--- src/rtl/div_unit.sv ---
// Iterative restoring divider for RV64M DIV/DIVU/REM/REMU.
// Produces one quotient bit per cycle; Result and div_zero are held until the next accepted start.
module div_unit #(
  parameter int WIDTH = 64
) (
  input  logic             clk,
  input  logic             rst_n,
  input  logic             start,
  input  logic [WIDTH-1:0] A,
  input  logic [WIDTH-1:0] B,
  input  logic [1:0]       op,
  output logic             busy,
  output logic             done,
  output logic [WIDTH-1:0] Result,
  output logic             div_zero
);

  localparam int CW = $clog2(WIDTH + 1);

  typedef enum logic [1:0] {
    IDLE,
    RUN,
    FINISH
  } state_t;

  state_t           state;
  logic             sel_rem;   // op[1]: return remainder instead of quotient
  logic             sign_q;
  logic             sign_r;
  logic [WIDTH-1:0] divisor;
  logic [WIDTH-1:0] rem;
  logic [WIDTH-1:0] quo;
  logic [CW-1:0]    count;

  // Operand magnitudes; |-2^(W-1)| wraps to 2^(W-1), which is correct when read as unsigned.
  logic             a_neg;
  logic             b_neg;
  logic [WIDTH-1:0] a_abs;
  logic [WIDTH-1:0] b_abs;

  assign a_neg = ~op[0] & A[WIDTH-1];
  assign b_neg = ~op[0] & B[WIDTH-1];
  assign a_abs = a_neg ? -A : A;
  assign b_abs = b_neg ? -B : B;

  // One restoring step: shift the next dividend bit into the partial remainder and try to subtract.
  logic [WIDTH:0]   trial;
  logic [WIDTH:0]   diff;
  logic             fits;
  logic [WIDTH-1:0] rem_next;
  logic [WIDTH-1:0] quo_next;
  logic [WIDTH-1:0] quo_final;
  logic [WIDTH-1:0] rem_final;

  // NOTE: every always_comb output gets a default first so no path leaves it unassigned (no latch).
  always_comb begin
    trial    = {rem, quo[WIDTH-1]};
    diff     = trial - {1'b0, divisor};
    fits     = (trial >= {1'b0, divisor});
    rem_next = trial[WIDTH-1:0];
    if (fits) begin
      rem_next = diff[WIDTH-1:0];
    end
    quo_next  = {quo[WIDTH-2:0], fits};
    quo_final = sign_q ? -quo_next : quo_next;
    rem_final = sign_r ? -rem_next : rem_next;
  end

  // NOTE: sequential state uses non-blocking assignments so every flop samples pre-edge values.
  always_ff @(posedge clk or negedge rst_n) begin
    if (!rst_n) begin
      state    <= IDLE;
      busy     <= 1'b0;
      done     <= 1'b0;
      Result   <= '0;
      div_zero <= 1'b0;
      sel_rem  <= 1'b0;
      sign_q   <= 1'b0;
      sign_r   <= 1'b0;
      divisor  <= '0;
      rem      <= '0;
      quo      <= '0;
      count    <= '0;
    end else begin
      done <= 1'b0;
      case (state)
        IDLE: begin
          if (start) begin
            sel_rem <= op[1];
            sign_q  <= a_neg ^ b_neg;
            sign_r  <= a_neg;
            if (B == '0) begin
              // Divide by zero: quotient all ones, remainder is the raw dividend.
              Result   <= op[1] ? A : '1;
              div_zero <= 1'b1;
              done     <= 1'b1;
              state    <= FINISH;
            end else begin
              divisor <= b_abs;
              quo     <= a_abs;
              rem     <= '0;
              count   <= CW'(WIDTH);
              busy    <= 1'b1;
              state   <= RUN;
            end
          end
        end
        RUN: begin
          rem   <= rem_next;
          quo   <= quo_next;
          count <= count - CW'(1);
          if (count == CW'(1)) begin
            // Final step: register the signed-corrected result so it is valid with done.
            Result   <= sel_rem ? rem_final : quo_final;
            div_zero <= 1'b0;
            done     <= 1'b1;
            busy     <= 1'b0;
            state    <= FINISH;
          end
        end
        FINISH: begin
          state <= IDLE;
        end
        default: begin
          state <= IDLE;
        end
      endcase
    end
  end

endmodule

--- config.mk ---
export PLATFORM = sky130hd
export DESIGN_NAME = div_unit
export DESIGN_NICKNAME = d
export VERILOG_FILES = /design/src/rtl/div_unit.sv
export SDC_FILE = /design/constraint.sdc
export NUM_CORES = 1
export LEC_CHECK = 0
export BUFFER_PORTS_ARGS = -buffer_cell sky130_fd_sc_hd__buf_4
export CAP_MARGIN = 5
export CORE_MARGIN = 2
export CORE_UTILIZATION = 40
export DETAILED_ROUTE_END_ITERATION = 8
export GPL_TIMING_DRIVEN = 0
export SYNTH_ARGS = -nofsm -noshare
export SYNTH_HDL_FRONTEND = slang
export SYNTH_SLANG_ARGS = --single-unit
export TNS_END_PERCENT = 100
--- constraint.sdc ---
create_clock -name clk -period 7 [get_ports clk]
set_input_delay 1.4 -clock clk [delete_from_list [all_inputs] [get_ports clk]]
set_output_delay 1.4 -clock clk [all_outputs]
set_load 0.05 [all_outputs]
# [Word-level counts from Yosys, hierarchy flattened]
# Index checks and enable logic that the tools add are counted.
[word_totals] register_bits=271 latch_bits=0 ram_bits=0 romBits=0 in_bits=133 out_inout_bits=67 memories=0
[op_classes] n_addsub=6 n_mul=0 n_div=0 magnitude_cmp=1 eq_ne=6 shift=0 muxes=35 bitwise_logic=5 reduce_logical=9
[ops] cell="$mux 64" count=14
[ops] cell="$pmux 64 s2" count=3
[ops] cell="$neg 64->64" count=4
[ops] cell="$ge 65x64->1" count=1
[ops] cell="$logic_not 64->1" count=1
[ops] cell="$sub 64x64->64" count=1
[ops] cell="$mux 7" count=2
[ops] cell="$pmux 7 s2" count=1
[ops] cell="$mux 1" count=8
[ops] cell="$ne 2x2->1 const B" count=4
[ops] cell="$reduce_and 4->1" count=2
[ops] cell="$eq 7x1->1 const B" count=1
[ops] cell="$sub 7x1->7 const B" count=1
[ops] cell="$mux 2" count=3
[ops] cell="$pmux 1 s2" count=3
[ops] cell="$reduce_and 3->1" count=2
[ops] cell="$pmux 2 s2" count=1
[ops] cell="$reduce_and 2->1" count=2
[ops] cell="$and 1x1->1" count=2
[ops] cell="$eq 2x1->1 const B" count=1
[ops] cell="$logic_not 2->1" count=1
[ops] cell="$not 1->1" count=2
[ops] cell="$reduce_bool 2->1" count=1
[ops] cell="$xor 1x1->1" count=1

# [Depth between registers and ports, before layout]
# Gate-level depths: netlist of the first run.
[depth] ltp_word=7 ltp_mapped=29 depth_no_buf=22

# [Least setup slack after synthesis of the first run]
# Ideal clock, no wire load.
[synth_path] kind="reg-to-reg" start="reg rem[3]" end="reg Result[60]" arrival_ns=6.486 required_time_ns=6.869 path_slack_ns=0.383 path_stages_with_launch=28 path_buffers=6 cell_sequence="dfrtp_1 -> ha_1 -> clkbuf_1 -> nand3_1 -> a21o_1 -> a2111oi_2 -> o211ai_1 -> a21o_1 -> nand2_1 -> buf_2 -> buf_2 -> buf_2 -> buf_2 -> buf_1 -> nand2_1 -> o21ai_0 -> ha_1 -> inv_1 -> or4_1 -> nor2_1 -> nand2_1 -> nor4_1 -> a41o_1 -> nand4_1 -> nor4_1 -> nand2_1 -> o311a_1 -> or3_1"
[synth_between] elab_chain_len=7 word_cells_on_any_way=10
[synth_lines] element="start, declared" line_no="31" source="logic [WIDTH-1:0] rem;"
[synth_lines] element="start signal, assigned" line_no="109" source="rem <= rem_next;"
[synth_lines] element="$sub 64x64->64 / $ge 65x64->1 (equally long branches)" line_no="58, 59"
[synth_lines] element="$mux 64" line_no="61" source="if (fits) begin"
[synth_lines] element="$neg 64->64" line_no="66" source="rem_final = sign_r ? -rem_next : rem_next;"
[synth_lines] element="$mux 64" line_no="66"
[synth_lines] element="$mux 64 (*)" line_no="114" source="Result <= sel_rem ? rem_final : quo_final;"
[synth_lines] element="$mux 64 (*)" line_no="112" source="if (count == CW'(1)) begin"
[synth_lines] element="$pmux 64 s2 (*)" line_no="86" source="case (state)"
[synth_lines] element="end signal, assigned" line_no="94" source="Result <= op[1] ? A : '1;"
[synth_lines] element="end signal, assigned" line_no="114"
[synth_lines] element="end, declared" line_no="14" source="output logic [WIDTH-1:0] Result,"
# Every way passes the cells marked *; elsewhere a longest branch is shown, timed or not. The select of a mux whose other input is x is not followed.
# A chain may end at the register's enable or synchronous reset.

# [Worst setup path in the final report of the first run]
# Ends and elaborated chain as after synthesis.

==> impl_metrics.env, run 1 <==
export IMPL_outcome="complete, no violations"
export IMPL_grt_pass1_wl_um=153000
export IMPL_timing_rr_start="rem[3]$_DFFE_PN0P_"
export IMPL_r2r_slack_ps=210
export IMPL_globalRouteOverflowTotal=0
export IMPL_cts_hold_buf=0
export IMPL_slew_violations=0
export IMPL_arrival_ps=7220
export IMPL_drt_pre_antenna_iters=9
export IMPL_worst_endpoint_required_ps=7430
export IMPL_wirelength_um=103000
export IMPL_coreArea_um2=57700
export IMPL_synth_cell_types=85
export IMPL_clock_skew_ps=25.2
export IMPL_ios=200
export IMPL_synth_nets=3242
export IMPL_crit_type="reg2reg"
export IMPL_slew_headroom=0.0403
export IMPL_wl_per_cell_um=25.3
export IMPL_drc=0
export IMPL_final_nets=3465
export IMPL_yosysSeqAreaShare=0.290
export IMPL_fin_hold_ws_ps=479
export IMPL_hp_class="reg2reg"
export IMPL_drv_cap=0
export IMPL_cp_slowest_stage_delay_ps=580
export IMPL_clock_latency_ps=570
export IMPL_clock_path_buffers=3
export IMPL_grt_usage=0.332
export IMPL_ys_ff_latch=271
export IMPL_clkTransAtPathRegs_ps=60
export IMPL_root_buffer="clkbuf_16"
export IMPL_fillers=5892
export IMPL_antenna_found_initial=4
export IMPL_gp_congestion=0.971
export IMPL_fp_row_count=88
export IMPL_post_route_min_period_ps=6790
export IMPL_layout_drive_gt1_share=0.110
export IMPL_multi_input_area_um2=15400
export IMPL_die_w_um=246
export IMPL_hpwl_um=81500
export IMPL_fmax_mhz=147
export IMPL_netlist_area_um2=23300
export IMPL_viasPerCell=6.32
export IMPL_yosys_area_top_type="dfrtp_1"
export IMPL_avgSynthCellArea_um2=7.69
export IMPL_grt_max_degree=101
export IMPL_synthTopCellsByArea="dfrtp_1, o21ai_0, xnor2_1"
export IMPL_vias=25614
export IMPL_synthToLayoutAreaGrowth_pct=16.7
export IMPL_htreeDepth=2
export IMPL_cts_sinks=271
export IMPL_ys_warn_count=0
export IMPL_synth_async_reset_ratio=1.00
export IMPL_worstSetupEndpointType="flip-flop"
export IMPL_ys_flop_type="dfrtp_1"
export IMPL_cts_buffers=36
export IMPL_synth_top_area_share=0.290
export IMPL_cp_start_kind="flip-flop"
export IMPL_register_area_um2=6780
export IMPL_netlist_instances=3038
export IMPL_synth_edf_count=0
export IMPL_die_h_um=246
export IMPL_worst_pin_slew_ps=1430
export IMPL_setup_viol=0
export IMPL_startpoint="rem[3]$_DFFE_PN0P_"
export IMPL_grt_setup_unrepaired="no"
export IMPL_finalCritPeriodShare=0.971
export IMPL_ant_nets=0
export IMPL_critPathMaxFanout=19
export IMPL_port_buffers=199
export IMPL_grt_pass1_vias=24788
export IMPL_finish_utilization=0.472
export IMPL_hold_violations=0
export IMPL_slowest_stage="or4_4"
export IMPL_start_util=0.405
export IMPL_min_from="Result[30]$_DFFE_PN0P_"
export IMPL_cts_tree="done"
export IMPL_drtIter0Drc=2890
export IMPL_dieArea_um2=60300
-- per-stage QoR --
stage	setup WS (ps)	std cells	instance area, um2	TNS, ps
6_report	206	4051	27300	0
4_1_cts	7.23	4049	27100	0
5_1_grt	27.9	4049	27300	0
2_1_floorplan	383	3038	23300	0
3_5_place_dp	-2310	4005	25900	-37130
3_3_place_gp	-2240	4002	25800	-37410
-- final cells by class --
| class | instances | share of cell area |
|---|---|---|
| buffer | 163 | 0.0251 |
| tap | 765 | 0.0351 |
| timing repair buffer | 214 | 0.0606 |
| multi-input combinational | 2416 | 0.566 |
| antenna | 2 | 0.000184 |
| clock inverter | 13 | 0.00615 |
| sequential | 271 | 0.249 |
| inverter | 159 | 0.0222 |
| clock buffer | 48 | 0.0362 |
-- Yosys cell counts (22+ instances only) --
master and n:
nor2_1 230, nor3_1 94, clkbuf_1 167, a21o_1 34, nor4_1 43, a31oi_1 30
or2_2 22, mux2i_1 50, xor2_1 126, nand3_1 42, o21a_1 29, nand2_1 335
or4_1 29, o21ai_0 324, or3_1 51, o31ai_1 65, ha_1 70, a222oi_1 50
xnor2_1 145, nand4_1 50, a21oi_1 226, inv_1 156, o211ai_1 29, dfrtp_1 271
-- worst max-delay path: cells and delay by family (launching register included) --
family | cells | cell delay (ps)
DFF | 1 | 460
and+or+nand+nor | 11 | 2600
adders and majority gates | 2 | 700
buffers and inverters | 5 | 790
AOI/OAI and AO/OA | 7 | 2050
-- worst paths after layout --
path / to / depth (start not counted)
max in group asynchronous: quo[55]$_DFFE_PN0P_ / 3
hold / removal: Result[30]$_DFFE_PN0P_ / 2
min in group asynchronous: divisor[6]$_DFFE_PN0P_ / 1
hold reg to reg: Result[30]$_DFFE_PN0P_ / 2
setup reg to reg: Result[60]$_DFFE_PN0P_ / 25
setup / recovery: Result[60]$_DFFE_PN0P_ / 25
-- what timing repair did --
action                                  4_1_cts  5_1_grt
pin swaps                                     4        6
buffers inserted                              3        9
endpoints found under the setup margin       28       16
resized for setup                            36       36
-- sequential cells by signal, indices dropped and copies added, names as in the netlist --
name / cells
div_zero: 1
quo: 64
done: 1
busy: 1
sel_rem: 1
state: 2
Result: 64
count: 7
divisor: 64
sign_r: 1
rem: 64
sign_q: 1
-- layout by cell type (no fill, tap or decap), drive strengths merged, types with 20 or more instances in the layout --
cell type  count
inv          159
a222oi        50
or2           23
or3           52
mux2i         50
nor3          94
nor2         230
o41ai         23
nand4         50
a21oi        226
a31oi         30
clkbuf       187
buf          238
o21ai        330
o211ai        29
a21o          34
xnor2        145
nor4          43
nand3         42
xor2         126
dfrtp        271
a22oi         20
ha            70
or4           33
nand2        335
o31ai         66
o21a          29
-- kinds of logic (layout without fill, tap and decap cells) --
logic type	count (synthesis)	in the layout	synth area share
flops	271	271	0.290
buf+inv	351	597	0.0573
fa+ha+maj	71	71	0.0384
compound gates	998	998	0.275
xor+xnor	271	271	0.102
mux	56	56	0.0243
other cells	0	2	0
simple gates	1020	1020	0.213
-- layer usage --
layer / up-vias / wire length [um] / GRT usage
met2: 1257 / 47000 / 0.536
met1: 12524 / 42100 / 0.438
met3: 228 / 8510 / 0.0497
met5: - / 46 / 0
li1: 11599 / - / -
met4: 6 / 4930 / 0.150
Power of run 1 is left out: the tool's default activity adds up to more than one toggle a clock period on the data nets, which glitch-free logic cannot reach.
==> run 2, diff against run 1 <==
- CORE_ASPECT_RATIO: not set -> 1.25
- clock period: 7 -> 8.5 ns (I/O delays scaled with it)
==> impl_metrics.env, run 2 (synthesis results as in run 1) <==
export IMPL_hpwl_um=82100
export IMPL_placed_cells=3998
export IMPL_setup_viol=0
export IMPL_grt_pass1_vias=24757
export IMPL_fillers=5865
export IMPL_fmax_mhz=123
export IMPL_htreeDepth=2
export IMPL_hold_depth=2
export IMPL_layout_drive_gt1_share=0.0984
export IMPL_drv_cap=0
export IMPL_vias=25221
export IMPL_worstSetupEndpointType="flip-flop"
export IMPL_die_w_um=220
export IMPL_ant_nets=0
export IMPL_finalWorstSetupSlack_ps=359
export IMPL_hp_class="reg2reg"
export IMPL_viasPerCell=6.21
export IMPL_grt_usage=0.333
export IMPL_grt_pass1_wl_um=152000
export IMPL_cts_buffers=34
export IMPL_coreArea_um2=58100
export IMPL_cpMostUsedCell="nand2_1"
export IMPL_antenna_found_initial=1
export IMPL_critPathMaxFanout=10
export IMPL_synthToLayoutAreaGrowth_pct=16.0
export IMPL_gp_congestion=0.979
export IMPL_r2r_cells=25
export IMPL_start_util=0.402
export IMPL_arrival_ps=8590
export IMPL_min_from="Result[30]$_DFFE_PN0P_"
export IMPL_final_nets=3481
export IMPL_drt_pre_antenna_iters=9
export IMPL_dpl_cell_area_um2=25900
export IMPL_root_buffer="clkbuf_16"
export IMPL_worst_endpoint_required_ps=8950
export IMPL_dieArea_um2=60300
export IMPL_finalCritPeriodShare=0.958
export IMPL_grt_max_degree=76
export IMPL_cts_tree="done"
export IMPL_cp_slowest_stage_delay_ps=610
export IMPL_ios=200
export IMPL_slew_headroom=0.176
export IMPL_clock_path_buffers=3
export IMPL_cts_hold_buf=0
export IMPL_clock_skew_ps=29.2
export IMPL_stdcell_count=4060
export IMPL_worst_pin_slew_ps=1240
export IMPL_hold_violations=0
export IMPL_critical_path_top_delay_family="simple AND/OR/NAND/NOR gates"
export IMPL_wl_per_cell_um=25.1
export IMPL_clock_latency_ps=580
export IMPL_wirelength_um=102000
export IMPL_fp_row_count=99
export IMPL_die_h_um=274
export IMPL_globalRouteOverflowTotal=0
export IMPL_cp_depth=25
export IMPL_failed_checks="DRC"
export IMPL_drtIter0Drc=2506
export IMPL_reg2reg_to="Result[60]$_DFFE_PN0P_"
export IMPL_layout_common_cells="nand2_1, o21ai_0, dfrtp_1, nor2_1, a21oi_1"
export IMPL_path_buf_inv=6
export IMPL_layout_commonest_cell="nand2_1"
export IMPL_cts_sinks=271
export IMPL_r2r_slack_ps=360
export IMPL_port_buffers=199
export IMPL_worstHoldEndpoint="Result[30]$_DFFE_PN0P_"
export IMPL_slowest_stage="or4_1"
export IMPL_fin_area_um2=27100
export IMPL_crit_type="reg2reg"
export IMPL_grt_setup_unrepaired="no"
export IMPL_fin_hold_ws_ps=473
export IMPL_cp_start_kind="flip-flop"
export IMPL_post_route_min_period_ps=8140
export IMPL_place_ws_ps=-963
export IMPL_outcome="complete, but fails checks"
export IMPL_drc=17
export IMPL_clkTransAtPathRegs_ps=60
export IMPL_num_antenna_cells=0
export IMPL_slew_violations=0
export IMPL_timing_rr_start="rem[33]$_DFFE_PN0P_"
-- run 2: cell count changes in the layout (fill, tap and decap cells not counted), sizes merged --
cell | before | now
bufinv | 3 | 2
clkinv | 7 | 9
buf | 238 | 227
inv | 159 | 161
diode | 2 | 0
clkbuf | 187 | 216
clkinvlp | 3 | 1
-- run 2: metal layers --
| metal | up-vias | track usage | part of all wire |
|---|---|---|---|
| met5 | - | 0 | 0.000078 |
| met4 | 2 | 0.204 | 0.069 |
| met1 | 12144 | 0.418 | 0.40 |
| li1 | 11639 | - | - |
| met3 | 278 | 0.0368 | 0.066 |
| met2 | 1158 | 0.547 | 0.46 |
-- run 2: worst reg2reg max path, stage by stage (launching register included) --
cell      delay (ps)
dfrtp_1          520
ha_1             290
clkbuf_1         230
a21oi_1          330
o21a_1           240
nor3_1            80
a211o_1          390
a221oi_1         410
nand2_1          140
inv_2            180
clkbuf_1         500
clkbuf_2         460
clkbuf_2         370
mux2i_1          420
ha_1             260
inv_1            100
or4_1            610
nor2_1           230
nand2_1          130
nor4_1           220
a41o_1           220
nand4_1          310
nor4_4           480
nand2_1          180
o311a_1          370
or3_1            340
-- run 2: cell type report --
class                      instances  area [um2]  area share
multi-input combinational       2416       15300       0.564
sequential                       271        6780       0.250
timing repair buffer             204        1600      0.0590
clock buffer                      48         993      0.0367
tap                              757         947      0.0350
buffer                           191         748      0.0276
inverter                         159         597      0.0220
clock inverter                    14         149     0.00550
-- run 2: stage by stage --
stage               utilization  setup TNS (ps)
floorplan                     -               0
global placement          0.444           -5750
detailed placement        0.446           -6260
CTS                       0.465               0
global route              0.466               0
finish                    0.466               0
-- run 2: how the worst max path moves through the flow --
stage                              to  slack, ps                start
2_1_floorplan  Result[60]$_DFFE_PN0P_       1880   rem[3]$_DFFE_PN0P_
3_3_place_gp   Result[60]$_DFFE_PN0P_       -920   rem[3]$_DFFE_PN0P_
3_5_place_dp   Result[60]$_DFFE_PN0P_       -960   rem[3]$_DFFE_PN0P_
4_1_cts        Result[60]$_DFFE_PN0P_         90   rem[3]$_DFFE_PN0P_
5_1_grt        Result[60]$_DFFE_PN0P_          8  rem[33]$_DFFE_PN0P_
6_report       Result[60]$_DFFE_PN0P_        360  rem[33]$_DFFE_PN0P_
-- run 2: what timing repair did --
action                     in CTS  in global routing
setup buffers                   0                  0
pin swaps                       0                  0
setup endpoints to repair      15                  9
gates resized for setup         4                  6
Power of run 2 is left out for the same reason.
